--- config.mk ---
export PLATFORM = sky130hd
export DESIGN_NAME = load_store_unit
export DESIGN_NICKNAME = d
export VERILOG_FILES = /design/src/rtl/lsu_pkg.sv /design/src/rtl/lsu_align.sv /design/src/rtl/load_store_unit.sv
export SDC_FILE = /design/constraint.sdc
export NUM_CORES = 1
export LEC_CHECK = 0
export CAP_MARGIN = 15
export CORE_MARGIN = 2
export CORE_UTILIZATION = 35
export DETAILED_ROUTE_END_ITERATION = 6
export GPL_TIMING_DRIVEN = 0
export HOLD_SLACK_MARGIN = 0.06
export PLACE_DENSITY_LB_ADDON = 0.15
export SLEW_MARGIN = 20
export SYNTH_ARGS = -nofsm -noshare
export SYNTH_HDL_FRONTEND = slang
export SYNTH_SLANG_ARGS = --single-unit
--- constraint.sdc ---
create_clock -name clk -period 2 [get_ports clk]
set_input_delay 0.4 -clock clk [delete_from_list [all_inputs] [get_ports clk]]
set_output_delay 0.4 -clock clk [all_outputs]
set_load 0.02 [all_outputs]
--- src/rtl/lsu_pkg.sv ---
// Shared types for the load/store unit: funct3 width codes, FSM states,
// the default word width and the request legality check.
// Build option: LSU_SUBWORD_EN enables byte/halfword accesses; without it
// only aligned word accesses are legal.
package lsu_pkg;

   localparam int LSU_DATA_WIDTH = 32;

   typedef enum logic [2:0] {
      F3_B  = 3'd0,
      F3_H  = 3'd1,
      F3_W  = 3'd2,
      F3_BU = 3'd4,
      F3_HU = 3'd5
   } lsu_funct3_e;

   typedef enum logic [1:0] {
      S_IDLE    = 2'd0,
      S_ISSUE   = 2'd1,
      S_CAPTURE = 2'd2,
      S_RESP    = 2'd3
   } lsu_state_e;

   // True when the request must take the error path (bad code or misaligned)
   function automatic logic lsu_is_illegal(input logic       i_we,
                                           input logic [2:0] i_funct3,
                                           input logic [1:0] i_addr);
      logic v_ill;
`ifdef LSU_SUBWORD_EN
      case (i_funct3)
         F3_B:    v_ill = 1'b0;
         F3_BU:   v_ill = i_we;
         F3_H:    v_ill = i_addr[0];
         F3_HU:   v_ill = i_we | i_addr[0];
         F3_W:    v_ill = (i_addr != 2'b00);
         default: v_ill = 1'b1;
      endcase
`else
      v_ill = !((i_funct3 == F3_W) && (i_addr == 2'b00));
`endif
      return v_ill;
   endfunction

endpackage

--- src/rtl/lsu_align.sv ---
// Combinational load extraction and store merge for one 32-bit word.
// Build option: LSU_SUBWORD_EN; without it loads pass the word and stores
// pass the write data, with no byte/halfword lanes at all.
module lsu_align
   import lsu_pkg::*;
(
   input  logic [31:0] i_rdata,
   input  logic [31:0] i_wdata,
   input  logic [1:0]  i_addr,
   input  logic [2:0]  i_funct3,
   output logic [31:0] o_load,
   output logic [31:0] o_merged
);

`ifdef LSU_SUBWORD_EN
   logic [7:0]  w_byte;
   logic [15:0] w_half;

   assign w_byte = i_rdata[{i_addr, 3'b000} +: 8];
   assign w_half = i_rdata[{i_addr[1], 4'b0000} +: 16];

   // Extend the addressed lane to a full word according to the width code
   always_comb begin
      o_load = i_rdata;
      case (i_funct3)
         F3_B:    o_load = {{24{w_byte[7]}}, w_byte};
         F3_BU:   o_load = {24'd0, w_byte};
         F3_H:    o_load = {{16{w_half[15]}}, w_half};
         F3_HU:   o_load = {16'd0, w_half};
         default: o_load = i_rdata;
      endcase
   end

   // Replace only the addressed lane of the old word; word stores pass through
   always_comb begin
      o_merged = i_wdata;
      case (i_funct3)
         F3_B: begin
            o_merged = i_rdata;
            o_merged[{i_addr, 3'b000} +: 8] = i_wdata[7:0];
         end
         F3_H: begin
            o_merged = i_rdata;
            o_merged[{i_addr[1], 4'b0000} +: 16] = i_wdata[15:0];
         end
         default: o_merged = i_wdata;
      endcase
   end
`else
   logic w_unused;

   assign o_load   = i_rdata;
   assign o_merged = i_wdata;
   assign w_unused = ^{i_addr, i_funct3};
`endif

endmodule

--- src/rtl/load_store_unit.sv ---
// Single-outstanding load/store unit in front of a registered-read memory.
// Build option: LSU_SUBWORD_EN enables B/H/BU/HU accesses with
// read-modify-write for sub-word stores.
module load_store_unit
   import lsu_pkg::*;
#(
   parameter int ADDRESS_WIDTH = 16,
   parameter int DATA_WIDTH    = LSU_DATA_WIDTH
) (
   input  logic                  clk,
   input  logic                  rst_n,
   input  logic                  req_valid,
   output logic                  req_ready,
   input  logic                  req_we,
   input  logic [2:0]            req_funct3,
   input  logic [31:0]           req_addr,
   input  logic [31:0]           req_wdata,
   output logic                  resp_valid,
   output logic [31:0]           resp_rdata,
   output logic                  resp_err,
   output logic [DATA_WIDTH-1:0] mem_addr,
   output logic                  mem_wen,
   output logic [DATA_WIDTH-1:0] mem_wdata,
   input  logic [DATA_WIDTH-1:0] mem_rdata
);

   // Handshake: a request is taken on the rising edge where req_valid and
   // req_ready are both 1; req_ready is 1 only in IDLE, so offers made while
   // busy are dropped, and resp_valid is a single-cycle pulse per request.

   lsu_state_e               r_state;
   logic                     r_req_ready;
   logic                     r_resp_valid;
   logic                     r_resp_err;
   logic [31:0]              r_resp_rdata;
   logic                     r_mem_wen;
   logic                     r_we;
   logic [2:0]               r_funct3;
   logic [ADDRESS_WIDTH+1:0] r_addr;
   logic [31:0]              r_wdata;
   logic [31:0]              w_load;
   logic [31:0]              w_merged;
   logic                     w_req_illegal;

   assign w_req_illegal = lsu_is_illegal(req_we, req_funct3, req_addr[1:0]);

   lsu_align u_align (
      .i_rdata  (mem_rdata),
      .i_wdata  (r_wdata),
      .i_addr   (r_addr[1:0]),
      .i_funct3 (r_funct3),
      .o_load   (w_load),
      .o_merged (w_merged)
   );

   assign req_ready  = r_req_ready;
   assign resp_valid = r_resp_valid;
   assign resp_err   = r_resp_err;
   assign resp_rdata = r_resp_rdata;
   assign mem_wen    = r_mem_wen;
   assign mem_addr   = DATA_WIDTH'(r_addr[ADDRESS_WIDTH+1:2]);
   // Merged word depends on mem_rdata, which is only valid in CAPTURE
   assign mem_wdata  = r_mem_wen ? w_merged : '0;

   // Request FSM with registered handshake, response and write-enable outputs
   always_ff @(posedge clk or negedge rst_n) begin
      if (!rst_n) begin
         r_state      <= S_IDLE;
         r_req_ready  <= 1'b1;
         r_resp_valid <= 1'b0;
         r_resp_err   <= 1'b0;
         r_resp_rdata <= '0;
         r_mem_wen    <= 1'b0;
         r_we         <= 1'b0;
         r_funct3     <= '0;
         r_addr       <= '0;
         r_wdata      <= '0;
      end else begin
         r_mem_wen    <= 1'b0;
         r_resp_valid <= 1'b0;
         case (r_state)
            S_IDLE: begin
               if (req_valid) begin
                  r_we        <= req_we;
                  r_funct3    <= req_funct3;
                  r_addr      <= req_addr[ADDRESS_WIDTH+1:0];
                  r_wdata     <= req_wdata;
                  r_req_ready <= 1'b0;
                  if (w_req_illegal) begin
                     r_state      <= S_RESP;
                     r_resp_valid <= 1'b1;
                     r_resp_err   <= 1'b1;
                     r_resp_rdata <= '0;
                  end else begin
                     r_state   <= S_ISSUE;
                     r_mem_wen <= req_we && (req_funct3 == F3_W);
                  end
               end
            end
            S_ISSUE: begin
               if (r_we && (r_funct3 == F3_W)) begin
                  r_state      <= S_RESP;
                  r_resp_valid <= 1'b1;
                  r_resp_err   <= 1'b0;
                  r_resp_rdata <= '0;
               end else begin
                  // Sub-word stores write back the merged word during CAPTURE
                  r_state   <= S_CAPTURE;
                  r_mem_wen <= r_we;
               end
            end
            S_CAPTURE: begin
               r_state      <= S_RESP;
               r_resp_valid <= 1'b1;
               r_resp_err   <= 1'b0;
               r_resp_rdata <= r_we ? 32'd0 : w_load;
            end
            default: begin
               r_state     <= S_IDLE;
               r_req_ready <= 1'b1;
            end
         endcase
      end
   end

endmodule
# Word level (Yosys, flattened, before mapping)
# Index checks and enable logic that the tools add are counted.
# totals
latchBits,0
register_bits,92
elab_cells,52
ramBits,0
mem_count,0
out_inout_bits,100
mem_bits_ro,0
in_bits,103
# op_classes
multipliers,0
mux,24
div,0
n_addsub,0
n_reduce_logical,10
eq_ne,7
order_cmp,0
n_shift,0
bitwise,1
# ops
cell,count
two-way mux 32 bit,5
one-hot mux 32 bit (3 select lines),1
two-way mux 1 bit,11
"equality test 3 x 2 -> 1 bit, second input constant",2
"!= test 2 bit, second input constant",3
one-hot mux 1 bit (3 select lines),2
one-hot mux 2 bit (3 select lines),1
zero test 2 bit,2
two-way mux 2 bit,2
one-hot mux 1 bit (2 select lines),2
AND reduction 2 bit,2
AND reduction 4 bit,1
logical AND 1 bit,3
nonzero test 3 bit,1
"equality test 2 x 1 -> 1 bit, second input constant",1
"equality test 2 bit, second input constant",1
OR reduction 2 bit,1
NOT 1 bit,1

# Depth between registers and ports, before layout
# logic_depth
depth_word,5
depth_mapped,9
depth_no_buf,6

# By module
# A second synthesis with hierarchy kept.
# unflattened
cells_unflattened,399
hier_area_um2,4710.8
# by_module_without_submodules
module,area_each_um2,n_inst,cells_per_inst,seq_area_each_um2
load_store_unit,4230.3,1,335,2303.5
lsu_align,480.5,1,64,0.0

# Worst setup path after synthesis
# OpenSTA, ideal clock, no wires.
# synth_timing
path_type,flip-flop to flip-flop
from,register r_state[0]
to,register r_resp_rdata[0] (netlist: resp_rdata[0])
arrival_ps,1696
setup_ps,126
required_ps,1874
synth_period_minus_slack_ps,1821
stages_incl_launch_ff,10
path_slack_ps,179
path_buffers,3
path_cell_list,dfrtp_1 > inv_1 > ha_1 > buf_6 > nor2b_4 > or2_1 > a211o_1 > buf_6 > buf_6 > o2bb2ai_2
# synth_between
elab_chain_cells,3
word_cells_on_any_way,9
classes_between,5 x eq/ne; 1 x mux; 3 x reduce/logical
# synth_lines
element,line_no,rtl
"start, declared",load_store_unit.sv:31,lsu_state_e r_state;
"start signal, assigned",load_store_unit.sv:68,r_state <= S_IDLE;
"start signal, assigned",load_store_unit.sv:90,r_state <= S_RESP;
"start signal, assigned",load_store_unit.sv:95,r_state <= S_ISSUE;
"equality test 2 x 1 -> 1 bit, or another cell as far along",load_store_unit.sv:81,case (r_state)
!= test 2 bit (no source line) or nonzero test 3 bit (tied branches),-,
AND reduction 4 bit (no source line),-,
"end signal, assigned",load_store_unit.sv:116,r_resp_rdata <= r_we ? 32'd0 : w_load;
"end, declared",load_store_unit.sv:35,logic [31:0] r_resp_rdata;
# Several ways; a longest one is shown, not always the timed one.
# A chain may end at the register's enable or synchronous reset.

# Worst setup path in the final report
# layout_timing
from,register r_state[0]
to,register r_resp_rdata[2] (netlist: resp_rdata[2])
# The elaborated chain is that of the path after synthesis.

==> results.md <==
* Synth async-reset ratio at 1.00
* Crit share post-route at 0.972
* Routed vias at 3080
* Static Leak at 2.85 nW
* WP data arrival at 2150 ps
* Vias in the first global route at 3220
* Flip-flop and latch count after synthesis at 90
* Die width at 111 um
* Die ar. at 0.0124 mm^2
* RR Endpoint: resp_rdata[2]$_DFFE_PN0P_
* Synth-to-Final Area Change at 57.7%
* First-pass GRT wire length at 16000 um
* Power Density at 1550 mW/mm^2
* Fin. Hold Viols at 0
* Synthesized cell area at 0.00403 mm^2
* Clock latency on the worst-skew pair at 330 ps
* GRT Overall Usage at 0.160
* Total iterations of the first detailed-routing run at 4
* Most common cell after layout, fill and taps aside: clkdlybuf4s50_1
* Gr ovfl total at 0
* Reg2Reg Depth at 9
* Port Buffer Count at 172
* Design area at 0.00635 mm^2
* Initial antenna violation count at 0
* CTS tree: yes
* Top cell type's share of synthesized area at 0.553
* Yosys cell types at 33
* Crit-path max FO at 10
* Largest net degree at the start of global routing at 62
* WHS Path Cells at 1
* GPL Wtd Cong at 0.747
* Starting Density at 0.356
* Share of cells above drive strength 1 at 0.234
* Final min period at 1940 ps
* CP Class: flop to flop
* Multi-input gate area at 0.00157 mm^2
* Hold Path Class: flop to flop
* Final Slew Violations at 0
* Io pins at 203
* Die H at 111 um
* Syn Inst Count at 314
* Status: finished, final reports clean
* Sequential-to-total area share from yosys stat at 0.559
* FF-to-FF Start: r_state[0]$_DFFE_PN0N_
* Cell row count at 39
* Core area at 0.0113 mm^2
* Commonest cells after routing, fill and taps aside: clkdlybuf4s50_1, dfrtp_1, mux2_2, nand3_1, and2_1
* Reg area at 0.00225 mm^2
* Max Buffers Root-to-Sink at 2
* Final Total Pwr at 9.83 mW
* End point of the worst hold path: resp_rdata[17]$_DFFE_PN0P_
* Routed WL at 9800 um
* Drt drc at 0
* H-tree lvl count at 3
* Hold Slack at 494 ps
* Worst setup SP type: flop
* Area after DPL at 0.00601 mm^2
* Avg WL per Cell at 14.7 um
* F_max at 514 MHz
* Iteration-0 DRC count of the detailed router at 121
* Max-cap viol count at 0
* HP Start: resp_rdata[17]$_DFFE_PN0P_
* Ant. Diodes at 0
* CP required at 2200 ps
* Final ANT Viol Nets at 0
* Flip-flop cell with the highest count after synthesis: dfrtp_1
* Peak supply drop at 0.792 mV
* CTS sink count at 90
* Post-DP HPWL at 7070 um
* Number of enable flip-flop cells after synthesis at 0
* CTS Buf Count at 9
* Worst clock skew at 7.42 ps
* Largest cells by area after synthesis: dfrtp_1, mux2_2, and2_1, o2bb2ai_1, nand3_1
* Fillers at 1020
* # nets final at 624
* Reg2reg setup slack at 60 ps
* Setup violators final at 0
* Drt via density at 4.63
* Ys Warns at 0
* Mean area per synthesized cell at 12.8 um^2
* Worst setup EP type: flop
* Root Driver: clkbuf_16
* Clock slew at reported path FFs at 60 ps
* Largest area contributor in the netlist: dfrtp_1
## metal layers
layer  share of wire  vias up  track usage
met4           0.011        0       0.0469
met1            0.45     1472        0.213
met5               0        -            0
met3           0.075        9       0.0454
li1                -     1482            -
met2            0.46      117        0.254
## cells in the mapped netlist, types with 2 or more instances
cell,count
nand3_1,34
mux2_2,51
o2bb2ai_2,10
inv_1,4
clkbuf_1,12
buf_6,5
o2bb2ai_1,22
buf_2,6
nor2_1,3
ha_1,4
nand2_1,6
o21ai_0,2
dfrtp_1,89
buf_4,16
and2_1,32
## worst max-delay path by stage
stage	start	to	slack (ps)	depth (start not counted)
2_1_floorplan	r_state[0]$_DFFE_PN0N_	resp_rdata[0]$_DFFE_PN0P_	180	9
3_3_place_gp	rst_n	r_addr[5]$_DFFE_PN0P_	-2900	1
3_5_place_dp	req_funct3[2]	resp_rdata[16]$_DFFE_PN0P_	-370	6
4_1_cts	r_state[0]$_DFFE_PN0N_	resp_rdata[2]$_DFFE_PN0P_	40	9
5_1_grt	r_state[0]$_DFFE_PN0N_	resp_rdata[13]$_DFFE_PN0P_	-10	9
6_report	r_state[0]$_DFFE_PN0N_	resp_rdata[2]$_DFFE_PN0P_	60	9
## timing repair
action | CTS | global route
endpoints found under the hold margin | 29 | 0
hold buffers | 1 | 0
buffers inserted | 0 | 3
endpoints found under the setup margin | 55 | 34
gates cloned | 0 | 0
resized for setup | 39 | 5
## sequential cells by signal, summed over array words and instances (netlist names), 2 cells and up
signal and flops:
r_wdata 32, resp_rdata 32, r_addr 16, r_funct3 3, r_state 2
## power breakdown
group	total (mW)	internal [mW]	switching, mW	leakage, nW
registers	3.25	2.76	0.494	1.12
logic	4.78	2.42	2.36	1.58
clock network	1.80	1.12	0.671	0.156
## cell families (layout without fill, tap and decap cells)
| group | after synthesis | after routing | share of synthesized area |
|---|---|---|---|
| AOI/OAI and AO/OA | 42 | 42 | 0.102 |
| adders and majority gates | 4 | 4 | 0.0124 |
| buffers and inverters | 43 | 236 | 0.0661 |
| DFF | 90 | 90 | 0.559 |
| muxes | 52 | 52 | 0.145 |
| other | 1 | 16 | 0.000931 |
| and+or+nand+nor | 82 | 82 | 0.114 |
## cell type report
cell class / instances / area share
buffer: 39 / 0.0425
clock buffer: 11 / 0.0382
timing repair buffer: 177 / 0.275
sequential: 90 / 0.355
multi-input combinational: 196 / 0.247
inverter: 4 / 0.00236
clock inverter: 5 / 0.0122
tap: 143 / 0.0282
## metrics by stage
stage	TNS, ps	std cells	worst slack, ps	util
floorplan	0	329	179	-
global placement	-270320	644	-2900	0.529
detailed placement	-13380	645	-373	0.531
CTS	0	662	42.4	0.558
global route	-81.6	665	-10.4	0.561
finish	0	665	55.5	0.561
## worst max-delay path: stages, from the launching register on
cell,delay [ps]
dfrtp_1,410
inv_2,60
ha_1,200
buf_6,130
nor2b_4,140
or2_1,230
a211o_1,240
buf_6,140
buf_12,150
o2bb2ai_2,120
No activity file was read; power rests on OpenSTA's default activity.
